File: src/rtl/mc_ctrl.sv
// Multicycle instruction sequencer: FETCH/DECODE/EXEC/MEM/WB with a sticky TRAP state.
// Optional MEM wait-cycle timeout is enabled by defining MC_CTRL_TIMEOUT_EN.
module mc_ctrl #(
  parameter int MEM_TIMEOUT = 8
) (
  input  logic        clk,
  input  logic        rstd,
  input  logic        run,
  input  logic [5:0]  op,
  input  logic        mem_ready,
  output logic [2:0]  state,
  output logic        ir_load,
  output logic        pc_wren,
  output logic        rf_wren_n,
  output logic        mem_req,
  output logic [3:0]  dm_wren_n,
  output logic        busy,
  output logic        err,
  output logic [1:0]  err_code,
  output logic [31:0] instret
);

  typedef enum logic [2:0] {
    IDLE   = 3'd0,
    FETCH  = 3'd1,
    DECODE = 3'd2,
    EXEC   = 3'd3,
    MEM    = 3'd4,
    WB     = 3'd5,
    TRAP   = 3'd6
  } state_t;

  state_t     cur, nxt;
  logic [1:0] ec_nxt;
  logic       retire;
  logic       is_alu, is_load, is_store, is_branch;

  // A zero timeout would make MEM trap before it could ever complete.
  if (MEM_TIMEOUT < 1) begin : g_bad_timeout
  end

  assign is_alu    = op inside {6'd0, 6'd1, 6'd3, 6'd4, 6'd5, 6'd6, 6'd41};
  assign is_load   = op inside {6'd16, 6'd18, 6'd20};
  assign is_store  = op inside {6'd24, 6'd26, 6'd28};
  assign is_branch = op inside {6'd32, 6'd33, 6'd34, 6'd35, 6'd40, 6'd42};

`ifdef MC_CTRL_TIMEOUT_EN
  localparam int CW = $clog2(MEM_TIMEOUT + 1);
  localparam logic [CW-1:0] LAST_WAIT = CW'(MEM_TIMEOUT - 1);
  logic [CW-1:0] wait_cnt, cnt_nxt;
`endif

  // Handshake: mem_req stays high for the whole MEM visit; the access completes
  // on the first cycle mem_ready=1 is seen while mem_req=1. mem_ready is ignored elsewhere.
  always_comb begin
    nxt       = cur;
    ec_nxt    = err_code;
    retire    = 1'b0;
    pc_wren   = 1'b0;
    dm_wren_n = 4'b1111;
`ifdef MC_CTRL_TIMEOUT_EN
    cnt_nxt   = wait_cnt;
`endif
    case (cur)
      IDLE:   if (run) nxt = FETCH;
      FETCH:  nxt = DECODE;
      DECODE: nxt = EXEC;
      EXEC: begin
        if (is_alu) begin
          nxt = WB;
        end else if (is_load || is_store) begin
          nxt = MEM;
`ifdef MC_CTRL_TIMEOUT_EN
          cnt_nxt = '0;
`endif
        end else if (is_branch) begin
          pc_wren = 1'b1;
          retire  = 1'b1;
          nxt     = run ? FETCH : IDLE;
        end else begin
          nxt    = TRAP;
          ec_nxt = 2'd1;
        end
      end
      MEM: begin
        case (op)
          6'd24:   dm_wren_n = 4'b0000;
          6'd26:   dm_wren_n = 4'b1100;
          6'd28:   dm_wren_n = 4'b1110;
          default: dm_wren_n = 4'b1111;
        endcase
        if (mem_ready) begin
`ifdef MC_CTRL_TIMEOUT_EN
          cnt_nxt = '0;
`endif
          if (is_store) begin
            pc_wren = 1'b1;
            retire  = 1'b1;
            nxt     = run ? FETCH : IDLE;
          end else begin
            nxt = WB;
          end
        end else begin
`ifdef MC_CTRL_TIMEOUT_EN
          if (wait_cnt == LAST_WAIT) begin
            nxt    = TRAP;
            ec_nxt = 2'd2;
          end
          cnt_nxt = wait_cnt + 1'b1;
`endif
        end
      end
      WB: begin
        pc_wren = 1'b1;
        retire  = 1'b1;
        nxt     = run ? FETCH : IDLE;
      end
      TRAP:    nxt = TRAP;
      default: nxt = IDLE;
    endcase
  end

  always_ff @(posedge clk or negedge rstd) begin
    if (!rstd) begin
      cur      <= IDLE;
      err_code <= 2'd0;
      instret  <= 32'd0;
`ifdef MC_CTRL_TIMEOUT_EN
      wait_cnt <= '0;
`endif
    end else begin
      cur      <= nxt;
      err_code <= ec_nxt;
      if (retire) instret <= instret + 32'd1;
`ifdef MC_CTRL_TIMEOUT_EN
      wait_cnt <= cnt_nxt;
`endif
    end
  end

  assign state     = cur;
  assign ir_load   = (cur == FETCH);
  assign rf_wren_n = (cur != WB);
  assign mem_req   = (cur == MEM);
  assign busy      = (cur != IDLE) && (cur != TRAP);
  assign err       = (cur == TRAP);

endmodule

File: config.mk
export PLATFORM = sky130hd
export DESIGN_NAME = mc_ctrl
export DESIGN_NICKNAME = d
export VERILOG_FILES = /design/src/rtl/mc_ctrl.sv
export SDC_FILE = /design/constraint.sdc
export NUM_CORES = 1
export LEC_CHECK = 0
export ABC_AREA = 1
export CORE_MARGIN = 2
export CORE_UTILIZATION = 50
export CTS_CLUSTER_SIZE = 20
export DETAILED_ROUTE_END_ITERATION = 7
export PLACE_DENSITY_LB_ADDON = 0.05
export SLEW_MARGIN = 40
export SYNTH_ARGS = -nofsm -noshare
export SYNTH_HDL_FRONTEND = slang
export SYNTH_SLANG_ARGS = --single-unit
File: constraint.sdc
create_clock -name clk -period 3.4 [get_ports clk]
set_input_delay 0.51 -clock clk [delete_from_list [all_inputs] [get_ports clk]]
set_output_delay 0.51 -clock clk [all_outputs]
set_load 0.02 [all_outputs]
==> results.py, run 1 <==
metrics = {
    "run_status": {
        "status": "complete, no violations",
    },
    "critical_path": {
        "crit_type": "in2out",
        "crit_path_max_fanout": 4,
        "cp-start-kind": "input pin",
        "critPathCaptureType": "primary output",
        "cp.arrival_ns": 2.38,
        "required_ns": 2.89,
    },
    "sta": {
        "slew_violations": 0,
        "clock_skew_ns": 0.00977,
        "setup_tns_ns": 0,
        "max_freq_mhz": 346,
        "fin_crit_sh_pct": 84.9,
        "timing.hold.ws_ns": 0.172,
        "setup_viol": 0,
        "rsz0062_at_grt": "no",
        "period_needed_ns": 2.89,
        "finalHoldViolCount": 0,
    },
    "route": {
        "ant_nets": 0,
        "drc": 0,
        "drt_pass1_iterations": 4,
        "wl_um": 7290,
        "drtIter0Drc": 204,
        "vias_per_cell": 5.18,
        "wl_per_cell_um": 13.6,
        "num_vias": 2789,
    },
    "global_route": {
        "grt_first_pass_wirelength_um": 12500,
        "grtUsageTotal_pct": 26.1,
        "grt_start_max_net_pins": 37,
        "grt_pass1_vias": 2596,
        "antenna_found_initial": 0,
        "grt.overflow.total": 0,
    },
    "yosys": {
        "synth_area_um2": 2670,
        "yosysWarnings": 0,
        "synth_cell_types": 25,
        "syn_area_per_cell_um2": 6.42,
        "ys_ff_latch": 36,
        "syn-num-nets": 426,
        "synthMuxAreaShare_pct": 0,
        "synth-compound-area-share_pct": 1.13,
        "synth.area.top_cells": "dfrtp_1 (34%), nand2_1 (26%), nor2_1 (8.7%)",
        "synth_top_area_share_pct": 33.8,
        "yosys.area_share.simple_pct": 52.7,
        "synthXorXnorAreaFrac_pct": 4.93,
        "syn_inst": 415,
        "synth-seq-area-share_pct": 33.8,
        "synth_top_family_by_area": "simple AND/OR/NAND/NOR gates",
        "synth_area_leader_cell": "dfrtp_1",
        "synth_fa_ha_area_share_pct": 0.469,
    },
    "clock_network": {
        "worstSkewPairLatency_ns": 0.29,
        "clockBufferDepth": 2,
        "clkSlewWorstSetupHoldPaths_ns": 0.08,
        "cts_buffers": 5,
        "postCtsSetupBuffers": 0,
        "root_buffer": "clkbuf_8",
        "ctsHoldBuffers": 0,
        "cts_sinks": 36,
        "cts_resized": 0,
        "cts_max_level": 2,
        "cts_tree": "yes",
    },
    "power_and_ir_drop": {
        "p_leak_nw": 1.56,
        "cellPowerDensity_nw_per_um2": 413,
        "finalPower_w": 0.00138,
        "peakVddDrop_uv": 321,
    },
    "floorplan": {
        "coreArea_um2": 5140,
        "io_pins": 57,
        "die_height_um": 77.0,
        "num_rows": 26,
        "die_width_um": 77.0,
        "die_area_um2": 5930,
        "initial_core_util_pct": 51.9,
    },
    "final_layout": {
        "nFillCells": 493,
        "seq_area_um2": 901,
        "drive_above_1_share_pct": 4.91,
        "diodes": 0,
        "final_core_utilization_pct": 65.0,
        "multi_input_area_um2": 1580,
        "layout.nets": 478,
        "area_growth_pct": 25.2,
    },
    "min_path": {
        "hp-class": "in2async",
    },
    "job": {
        "max_cap_viol_count": 0,
    },
    "placement": {
        "hpwl_um": 5340,
        "place_congestion": 0.907,
        "port_buffers": 55,
    },
}
-- placed cells by master, fill, tap and decap left out --
master	synthesis	layout
nand2_1	185	185
nor2_1	62	62
clkdlybuf4s50_1	0	54
dfrtp_1	36	36
nand4_1	35	35
inv_1	24	24
nand3b_1	14	14
nand3_1	11	11
xor2_1	11	11
clkbuf_8	0	6
buf_4	3	5
xnor2_1	4	4
nor3_1	3	3
nand2_2	3	3
nor2_4	2	2
nand3_4	2	2
a21oi_1	2	2
clkinvlp_4	0	2
nor2_2	1	1
inv_2	1	1
o21ai_2	1	1
o21ai_0	1	1
o22ai_1	1	1
ha_1	1	1
conb_1	1	1
-- through the flow --
stage	setup slack [ns]	std cells	instance area, um2
global route	0.390	538	3340
floorplan	1.31	415	2670
global placement	0.571	530	3240
finish	0.512	538	3340
CTS	0.504	538	3340
detailed placement	0.509	530	3240
-- kinds of logic (layout without fill, tap and decap cells) --
group / count (synthesis) / after routing
DFF: 36 / 36
AOI/OAI and AO/OA: 5 / 5
buffers and inverters: 39 / 92
and+or+nand+nor: 318 / 318
other: 1 / 1
adders and majority gates: 1 / 1
xor gates and xnor gates: 15 / 15
-- Yosys cell counts (all sizes together) --
cell / number
nand4: 35
clkbuf: 5
a21oi: 2
inv: 25
nand3b: 14
nor2: 65
ha: 1
buf: 9
o21ai: 2
dfrtp: 36
conb: 1
nor3: 3
xor2: 11
xnor2: 4
o22ai: 1
nand3: 13
nand2: 188
-- power by group --
| part | internal (W) | total (W) | switching (W) |
|---|---|---|---|
| Combinational | 0.000200 | 0.000517 | 0.000317 |
| Sequential | 0.000467 | 0.000529 | 0.0000624 |
| Clock | 0.000164 | 0.000332 | 0.000168 |
-- path summary, 6_finish.rpt --
path,from,end,slack [ns],depth (start not counted)
worst max-delay path,op[0],pc_wren,0.51,7
max in group asynchronous,rstd,instret[31]$_DFFE_PN0P_,2.90,1
worst min-delay path,rstd,instret[13]$_DFFE_PN0P_,0.17,1
worst max register to register,instret[0]$_DFFE_PN0P_,instret[16]$_DFFE_PN0P_,1.44,8
min in group clk,err_code[0]$_DFFE_PN0P_,err_code[0]$_DFFE_PN0P_,0.48,2
worst min register to register,err_code[0]$_DFFE_PN0P_,err_code[0]$_DFFE_PN0P_,0.48,2
-- sequential cells by signal (all words and copies together) (netlist names) --
name,cells
err_code,1
instret,32
state,3
-- area by class of cell --
class	count	area share (%)
clock inverter	2	0.450
tap	70	2.62
timing repair buffer	59	17.3
clock buffer	6	2.47
sequential	36	27.0
multi-input combinational	340	47.4
inverter	25	2.81
-- per-layer routing --
metal | part of all wire [%] | GRT usage (%) | vias up
met5 | 0 | 0 | -
met4 | 1.6 | 7.50 | 0
met3 | 4.8 | 4.94 | 9
met2 | 48 | 44.1 | 68
met1 | 46 | 34.2 | 1283
li1 | - | - | 1429
-- worst max-delay path: stages --
cell and delay (ns):
clkdlybuf4s50_1 0.51, nor2_4 0.20, nand4_1 0.18, nand2_2 0.17, nand3_4 0.09, nand3_4 0.10, clkdlybuf4s50_1 0.62
Power figures use the tool's default switching activity.
==> run 2: changes to the inputs <==
CORE_UTILIZATION = 47   (was 50)
clock period = 2.6 ns   (was 3.4 ns; I/O delays follow)
==> run 2 against run 1 <==
Critical path depth fell by 2; global-route usage decreased by 1.1 points; die area rose by 6.0%; combinational power up 32%; sequential power is 30% higher; clock skew shrank 0.0036 ns; count of clock-buffer cells in the layout shrank 1; wire length is 1.3% lower; first-iteration DRC count decreased by 44%; cell count is 0.93% higher; largest cell class unchanged; largest power group unchanged.
==> results.py, run 2 (synthesis results as in run 1) <==
metrics = {
    "run_status": {
        "status": "complete, no violations",
    },
    "clock_network": {
        "clkSlewWorstSetupHoldPaths_ns": 0.08,
        "ctsHoldBuffers": 0,
        "cts_max_level": 2,
        "cts_tree": "yes",
        "cts_buffers": 5,
        "root_buffer": "clkbuf_8",
        "cts_sinks": 36,
        "worstSkewPairLatency_ns": 0.29,
        "clockBufferDepth": 2,
    },
    "placement": {
        "port_buffers": 55,
        "hpwl_um": 5280,
        "place_area_um2": 3260,
        "place_congestion": 0.898,
    },
    "job": {
        "max_cap_viol_count": 0,
    },
    "global_route": {
        "grt.overflow.total": 0,
        "grt_pass1_vias": 2623,
        "antenna_found_initial": 0,
        "grt_start_max_net_pins": 37,
        "grt_first_pass_wirelength_um": 12300,
        "grtUsageTotal_pct": 25.0,
    },
    "route": {
        "drt_pass1_iterations": 4,
        "drtIter0Drc": 114,
        "wl_um": 7200,
        "wl_per_cell_um": 13.3,
        "vias_per_cell": 5.17,
        "num_vias": 2810,
        "ant_nets": 0,
        "drc": 0,
    },
    "critical_path": {
        "crit_type": "reg2out",
        "critPathCaptureType": "primary output",
        "r2r-end": "instret[16]$_DFFE_PN0P_",
        "crit_path_max_fanout": 7,
        "worstSetupStartpoint": "state[1]$_DFFE_PN0P_",
        "rrSetupSlack_ns": 0.69,
        "cp.arrival_ns": 1.91,
        "cp-start-kind": "flip-flop",
        "critPathCapture": "dm_wren_n[2]",
        "reg2reg_depth": 8,
        "required_ns": 2.21,
        "r2r-start": "instret[0]$_DFFE_PN0P_",
    },
    "final_layout": {
        "diodes": 0,
        "final_core_utilization_pct": 61.5,
        "area_growth_pct": 27.0,
        "mostFrequentLayoutCell": "nand2_1",
        "drive_above_1_share_pct": 5.52,
        "nFillCells": 538,
        "largest_register": "instret",
        "postLayoutCellArea_um2": 3390,
        "mostFrequentLayoutCells": "nand2_1 (185), nor2_1 (62), clkdlybuf4s50_1 (51)",
        "largest_reg_flops": 32,
        "layout.nets": 481,
    },
    "sta": {
        "fin_crit_sh_pct": 88.6,
        "period_needed_ns": 2.30,
        "slew_violations": 0,
        "setup_tns_ns": 0,
        "max_freq_mhz": 434,
        "setup_viol": 0,
        "rsz0062_at_grt": "no",
        "finalHoldViolCount": 0,
        "clock_skew_ns": 0.00616,
    },
    "floorplan": {
        "die_area_um2": 6290,
        "io_pins": 57,
        "coreArea_um2": 5510,
        "initial_core_util_pct": 48.4,
        "die_height_um": 79.3,
        "num_rows": 27,
        "die_width_um": 79.3,
    },
    "power_and_ir_drop": {
        "finalPower_w": 0.00187,
        "p_leak_nw": 1.60,
        "cellPowerDensity_nw_per_um2": 551,
        "peakVddDrop_uv": 495,
    },
    "min_path": {
        "hp-class": "in2async",
    },
}
## run 2: where the power goes
group          internal, W  switching, W  leakage [nW]
Sequential        0.000611     0.0000792         0.489
Combinational     0.000266      0.000413          1.06
Clock             0.000284      0.000213        0.0541
## run 2: layout make-up
cell class                      count  area, um2  share of cell area (%)
Tap cell                           72       90.1                    2.66
Clock inverter                      3       42.5                    1.26
Multi-Input combinational cell    340       1580                    46.7
Clock buffer                        5       68.8                    2.03
Inverter                           25       93.8                    2.77
Sequential cell                    36        901                    26.6
Timing Repair Buffer               62        608                    18.0
## run 2: what timing repair did
item                       in CTS  in global routing
buffers inserted                0                  0
hold endpoints to repair        0                  0
gates resized for setup         0                  3
setup endpoints to repair       0                  3
## run 2: stage by stage
stage	cells	hold WS (ns)	setup WS [ns]
after floorplan	415	0.0944	0.631
after global routing	543	0.0883	0.172
after CTS	543	0.223	0.00509
after global placement	535	0.456	0.0354
final	543	0.0530	0.296
after detailed placement	535	0.449	0.00459
## run 2: critical path: stages, from the launching register on
cell and delay [ns]:
dfrtp_1 0.44, inv_1 0.09, nand2_1 0.07, nor2_2 0.29
nand3_1 0.16, clkdlybuf4s50_1 0.57
## run 2: worst min-delay path by stage
stage                       startpoint                 endpoint  cells after the start
2_1_floorplan                     rstd  err_code[0]$_DFFE_PN0P_                      0
4_1_cts                           rstd   instret[4]$_DFFE_PN0P_                      1
3_5_place_dp   err_code[0]$_DFFE_PN0P_  err_code[0]$_DFFE_PN0P_                      2
5_1_grt                           rstd   instret[4]$_DFFE_PN0P_                      1
6_report                          rstd   instret[4]$_DFFE_PN0P_                      1
3_3_place_gp   err_code[0]$_DFFE_PN0P_  err_code[0]$_DFFE_PN0P_                      2
## run 2: metal layers
layer	global-route usage [%]	up-vias	share of wire (%)
li1	-	1437	-
met1	30.6	1268	43
met2	44.0	91	49
met3	5.00	14	5.9
met4	7.76	0	2.0
met5	0	-	0
